===== src/rtl/conv_psum_drain.sv =====
// Partial-sum drain: accumulates LAYERS partial-sum vectors per pixel, requantizes and
// serializes per-channel bytes. Optional bias input on the first beat: CONV_DRAIN_BIAS_EN.
module conv_psum_drain #(
  parameter int NUM_CH = 11,
  parameter int PSUM_W = 32,
  parameter int LAYERS = 3,
  parameter int SHIFT  = 8,
  parameter int OUT_W  = 8,
  localparam int IDX_W = (NUM_CH > 1) ? $clog2(NUM_CH) : 1
) (
  input  logic                       clk,
  input  logic                       rst_b,
  input  logic                       psum_valid,
  output logic                       psum_ready,
  input  logic [0:NUM_CH*PSUM_W-1]   psum_data,
`ifdef CONV_DRAIN_BIAS_EN
  input  logic [0:NUM_CH*PSUM_W-1]   bias_data,
`endif
  output logic                       out_valid,
  input  logic                       out_ready,
  output logic [OUT_W-1:0]           out_data,
  output logic [IDX_W-1:0]           out_idx,
  output logic                       out_last,
  output logic                       busy
);

  localparam int LC_W = (LAYERS > 1) ? $clog2(LAYERS) : 1;
  localparam logic [LC_W-1:0]         LAST_LAYER = LC_W'(LAYERS - 1);
  localparam logic [IDX_W-1:0]        LAST_CH    = IDX_W'(NUM_CH - 1);
  localparam logic signed [PSUM_W:0]  ROUND      = (PSUM_W+1)'(64'd1 << (SHIFT - 1));
  localparam logic signed [PSUM_W:0]  MAX_OUT    = (PSUM_W+1)'((64'd1 << (OUT_W - 1)) - 64'd1);

  typedef enum logic [1:0] {
    IDLE,
    ACCUM,
    EMIT
  } state_t;

  state_t                    state;
  logic [LC_W-1:0]           layer_cnt;
  logic signed [PSUM_W-1:0]  acc      [NUM_CH];
  logic signed [PSUM_W-1:0]  next_acc [NUM_CH];
  logic [IDX_W-1:0]          next_idx;

  function automatic logic signed [PSUM_W-1:0] sat_add(
    input logic signed [PSUM_W-1:0] a,
    input logic signed [PSUM_W-1:0] b
  );
    logic signed [PSUM_W:0] s;
    s = {a[PSUM_W-1], a} + {b[PSUM_W-1], b};
    if (s[PSUM_W] != s[PSUM_W-1])
      sat_add = s[PSUM_W] ? {1'b1, {(PSUM_W-1){1'b0}}} : {1'b0, {(PSUM_W-1){1'b1}}};
    else
      sat_add = s[PSUM_W-1:0];
  endfunction

  // Round half up, then ReLU and clamp to the positive half of the signed output range.
  function automatic logic [OUT_W-1:0] requant(input logic signed [PSUM_W-1:0] a);
    logic signed [PSUM_W:0] t;
    logic signed [PSUM_W:0] r;
    t = {a[PSUM_W-1], a} + ROUND;
    r = t >>> SHIFT;
    if (r[PSUM_W])
      requant = '0;
    else if (r > MAX_OUT)
      requant = MAX_OUT[OUT_W-1:0];
    else
      requant = r[OUT_W-1:0];
  endfunction

  assign psum_ready = (state != EMIT);
  assign busy       = (state != IDLE);
  assign next_idx   = out_idx + 1'b1;

  always_comb begin
    for (int k = 0; k < NUM_CH; k++) begin
      next_acc[k] = acc[k];
      if (layer_cnt == '0) begin
`ifdef CONV_DRAIN_BIAS_EN
        next_acc[k] = sat_add(psum_data[k*PSUM_W +: PSUM_W], bias_data[k*PSUM_W +: PSUM_W]);
`else
        next_acc[k] = psum_data[k*PSUM_W +: PSUM_W];
`endif
      end else begin
        next_acc[k] = sat_add(acc[k], psum_data[k*PSUM_W +: PSUM_W]);
      end
    end
  end

  // The first output word is computed from the freshly accumulated vector so it is
  // valid on the cycle right after the final beat.
  always_ff @(posedge clk or posedge rst_b) begin
    if (rst_b) begin
      state     <= IDLE;
      layer_cnt <= '0;
      out_idx   <= '0;
      out_valid <= 1'b0;
      out_data  <= '0;
      out_last  <= 1'b0;
      for (int k = 0; k < NUM_CH; k++) acc[k] <= '0;
    end else begin
      case (state)
        IDLE, ACCUM: begin
          if (psum_valid) begin
            acc <= next_acc;
            if (layer_cnt == LAST_LAYER) begin
              layer_cnt <= '0;
              state     <= EMIT;
              out_idx   <= '0;
              out_valid <= 1'b1;
              out_data  <= requant(next_acc[0]);
              out_last  <= (NUM_CH == 1);
            end else begin
              layer_cnt <= layer_cnt + 1'b1;
              state     <= ACCUM;
            end
          end
        end
        EMIT: begin
          if (out_ready) begin
            if (out_last) begin
              out_valid <= 1'b0;
              out_last  <= 1'b0;
              out_idx   <= '0;
              state     <= IDLE;
            end else begin
              out_idx   <= next_idx;
              out_data  <= requant(acc[next_idx]);
              out_last  <= (next_idx == LAST_CH);
            end
          end
        end
        default: state <= IDLE;
      endcase
    end
  end

endmodule


===== config.mk =====
export PLATFORM = sky130hd
export DESIGN_NAME = conv_psum_drain
export DESIGN_NICKNAME = d
export VERILOG_FILES = /design/src/rtl/conv_psum_drain.sv
export SDC_FILE = /design/constraint.sdc
export NUM_CORES = 2
export LEC_CHECK = 0
export ABC_AREA = 1
export BUFFER_PORTS_ARGS = -buffer_cell sky130_fd_sc_hd__buf_2
export CAP_MARGIN = 20
export CORE_AREA = 2 2 270 272
export CTS_CLUSTER_DIAMETER = 200
export DETAILED_ROUTE_END_ITERATION = 12
export DIE_AREA = 0 0 272 274
export GPL_TIMING_DRIVEN = 0
export PLACE_DENSITY = 0.81
export SYNTH_ARGS = -nofsm -noshare
export SYNTH_HDL_FRONTEND = slang
export SYNTH_SLANG_ARGS = --single-unit

===== constraint.sdc =====
create_clock -name clk -period 14 [get_ports clk]
set_input_delay 1.4 -clock clk [delete_from_list [all_inputs] [get_ports clk]]
set_output_delay 1.4 -clock clk [all_outputs]
set_load 0.02 [all_outputs]

==> summary.txt <==
Timing
  – Hold Vio Cnt, Final: 0
  – Period utilization: 36.8%
  – Final Max Slew Viols: 0
  – Final setup TNS: 0 ns
  – Achievable Freq: 194 MHz
  – Final setup viols: 0
  – Slew @ Worst Pin: ~1.3 ns
  – Max-Slew Margin vs Limit: roughly 16%
  – Clock skew: around 0.016 ns
  – RSZ-0062 raised after global routing: no
  – Crit path time final: roughly 5.2 ns

Logic synthesis
  – Post-synth top area share: 23.6%
  – Post-synth EDFFs: 0
  – Mapped Nets: between 6000 and 7000
  – Yosys top cell by area: dfrtp_1
  – Share of flip-flops with an asynchronous set or reset: 100%
  – Most used DFF post-synth: dfrtp_1
  – Syn_area_per_cell: roughly 6.6 um^2
  – Top cells by area, synth: dfrtp_1 24%, nand2_1 13%, ha_1 11%, a21oi_1 9.6%, nor2_1 7.4%
  – Synth warn: 0
  – Post-Syn Area: 39200 um^2
  – Cells after Synth: 5957
  – Register area share after synthesis: 23.6%
  – Netlist cell types: 61
  – #FFs+latches synth: 370

Power and ir drop
  – Int Power: between 5 and 6 mW
  – Final Power: 13.3 mW
  – Sequential share of power: 18.3%
  – Sw Pwr: 7.81 mW
  – Clock Power Share: between 10% and 20%
  – PD cells: 299 nW/um^2
  – Worst VDD drop: 0.000164 V
  – Switching Share: 58.7%
  – Static Leakage: 21.9 nW
  – Logic pwr share: 71.4%

GRT
  – Largest net degree at the start of global routing: 126
  – M3 GR Usage: 10.4%
  – GRT Max-Usage Layer: met2
  – Number of global-route vias before repair: 42800
  – Met1 usage: 54.9%
  – Initial antenna violation count: 25
  – Grt ovf: 0
  – Gr usage total: 45.1%
  – GRT met2 Usage: 69.7%
  – Global-route wire length before repair: 255000 um

Status
  – Outcome: finished, final reports clean

Clock network
  – Hold_buf cts: 0
  – CTS clk-pin slew, worst paths: 0.06 ns
  – Max clock buf depth: 3
  – Clock Tree Root: clkbuf_16
  – Post-CTS sizing: 0
  – Clock latency on the worst-skew pair: 0.62 ns
  – Clock Sinks: 370
  – Number of setup buffers added after CTS: 0
  – CTS tree: done
  – Num CTS Buffers: 47
  – CTS H-tree depth: 2

Drt
  – Total number of vias: 45100
  – Drt initial violations: 4510
  – Routed length per instance: 23.3 um
  – DRT antenna net count: 0
  – DR pass1 iterations: 6
  – Vias/cell: between 6 and 7
  – Post-Route WL: 173000 um
  – Drt drc: 0

Finish
  – Synthesis-to-layout area growth: 13.3%
  – Nets: 7121
  – Utilization after layout: 61.7%
  – Finished Layout Cells: 7412
  – Share of layout cells above drive strength 1: between 10% and 20%

Setup path
  – FF-to-FF setup slack: 8.84 ns
  – Crit Path Class: reg2reg
  – Critical-path maximum fanout: 10
  – Worst r2r src: out_idx[1]
  – Crit path max-delay cell type: clkbuf_1
  – Worst EP arrival: between 5 and 6 ns
  – Worst setup SP type: register
  – Largest stage delay on the critical path: 0.69 ns
  – Critical path cell sequence: inv_1 > ha_1 > clkbuf_1 > clkbuf_1 > o21ai_0 > o211ai_1 > o211ai_1 > nand2_1 > nand2_1 > a21oi_1 > nand3_1 > nor3_1 > xnor2_1 > nand2_1 > nor2_1 > nand2_1 > nor2_1 > nand2_1 > nand3_2 > nand2_1 > a21oi_1 > a21oi_1
  – Data required time of the worst path: 14.49 ns
  – Crit-path leading delay family: buffers and inverters
  – Worst r2r path cells: 22
  – Critical path's most frequent cell: nand2_1
  – FF-to-FF End: out_data[5]
  – Buffers & Inverters on Critical Path: 3
  – Crit path capture type: register

Job
  – Max_cap viols: 0

Floorplanning
  – Die Ht: 274 um
  – Core ar.: between 70000 and 80000 um^2
  – # IOs: approximately 370
  – # rows: 99
  – Initial Util: between 50% and 60%
  – Die area: 74500 um^2
  – Die width: 272 um

Hold path
  – Worst min path class: reg2reg
  – Hold_sp: acc[323]
  – Hold EP: acc[323]
  – WHS Path Cells: 2

Place
  – Port buffer count: 371
  – HPWL after detailed placement: 139000 um
  – Total placed cells including tap cells: 7307
  – GPL Wtd Cong: 1.09
==> how the worst max path moves through the flow <==
stage | from | cells after the start | slack (ns) | endpoint
global placement | rst_b | 2 | -2.60 | acc[198]
floorplan | rst_b | 1 | 2.33 | acc[0]
CTS | psum_data[31] | 34 | 9.08 | out_data[4]
finish | out_idx[1] | 22 | 8.84 | out_data[5]
global route | out_idx[1] | 22 | 8.66 | out_data[5]
detailed placement | psum_data[31] | 34 | 8.47 | out_data[4]
==> area by class of cell <==
| type | instances | area (um^2) |
|---|---|---|
| Sequential cell | 370 | 9260 |
| Fill cell | 6915 | 27600 |
| Timing Repair Buffer | 392 | 2280 |
| Clock buffer | 60 | 1350 |
| Clock inverter | 25 | 325 |
| Multi-Input combinational cell | 4902 | 27200 |
| Antenna cell | 19 | 47.5 |
| Buffer | 232 | 1020 |
| Inverter | 453 | 1710 |
| Tap cell | 959 | 1200 |
==> cells in the mapped netlist, types with 21 or more instances <==
cell / number
a31oi_1: 164
ha_1: 356
a21oi_1: 750
a21boi_0: 21
nor3_1: 58
nand4_1: 43
nand2_2: 24
xor2_1: 235
buf_2: 70
nand3_1: 145
nor2_1: 776
o21ai_1: 45
nand2_1: 1403
xnor2_1: 114
o211ai_1: 74
clkbuf_1: 141
o21bai_1: 34
dfrtp_1: 370
inv_1: 440
o21ai_0: 428
==> worst register-to-register path, stage by stage, from the launching register on <==
cell,delay (ns)
dfrtp_1,0.45
inv_1,0.09
ha_1,0.43
clkbuf_1,0.69
clkbuf_1,0.58
o21ai_0,0.23
o211ai_1,0.33
o211ai_1,0.19
nand2_1,0.21
nand2_1,0.11
a21oi_1,0.13
nand3_1,0.08
nor3_1,0.28
xnor2_1,0.23
nand2_1,0.10
nor2_1,0.12
nand2_1,0.06
nor2_1,0.09
nand2_1,0.07
nand3_2,0.09
nand2_1,0.09
a21oi_1,0.27
a21oi_1,0.11
==> cell families after synthesis <==
| group | Yosys count | share of synthesized area (%) |
|---|---|---|
| compound gates | 1642 | 23.3 |
| xor+xnor | 350 | 7.87 |
| fa+ha+maj | 367 | 11.9 |
| buf+inv | 685 | 6.93 |
| flops | 370 | 23.6 |
| simple gates | 2543 | 26.3 |
==> stage by stage <==
| stage | hold WS, ns | area (um^2) | setup WS [ns] |
|---|---|---|---|
| detailed placement | 0.470 | 42700 | 8.47 |
| floorplan | 0.453 | 39200 | 2.33 |
| finish | 0.489 | 44400 | 8.84 |
| global route | 0.508 | 44400 | 8.66 |
| CTS | 0.487 | 44300 | 9.08 |
| global placement | 0.466 | 42300 | -2.60 |
==> cells in the final DEF, fill, tap and decap left out, drive strengths merged, types with 3 or more instances in the layout <==
cell type,instances
a21oi,761
a21o,13
nor3,59
xnor2,114
a31oi,164
o2111ai,3
and2,3
or2,22
a2111oi,11
clkinvlp,7
ha,356
diode,19
o22ai,16
bufinv,7
o31ai,4
buf,483
o21a,14
xor2,236
nand3,152
fa,11
o21bai,35
o211ai,74
o311ai,3
o21ai,475
inv,453
nor2,799
dfrtp,370
nand2,1434
nand3b,13
a221oi,5
clkbuf,201
clkinv,11
a21boi,34
a211oi,9
nand4,43
nor4,14
o221ai,16
==> registers in the layout (all words and copies together) (netlist names) <==
name / count
acc: 352
layer_cnt: 2
out_data: 8
out_idx: 4
out_last: 1
out_valid: 1
state: 2
==> power by group through the flow <==
stage	clock network, mW	logic, mW	registers, mW
final	1.36	9.50	2.43
after global routing	1.40	10.4	2.42
after floorplan	0	6.58	1.94
after detailed placement	0	9.09	2.39
after global placement	0	8.95	2.38
after CTS	1.36	9.15	2.38
==> routing by layer <==
metal	up-vias	share of wire (%)
met2	2427	43
met4	8	8.6
met5	-	0.028
met3	618	9.9
li1	21100	-
met1	21000	38
Note: power is estimated with default switching activity, not from simulation.
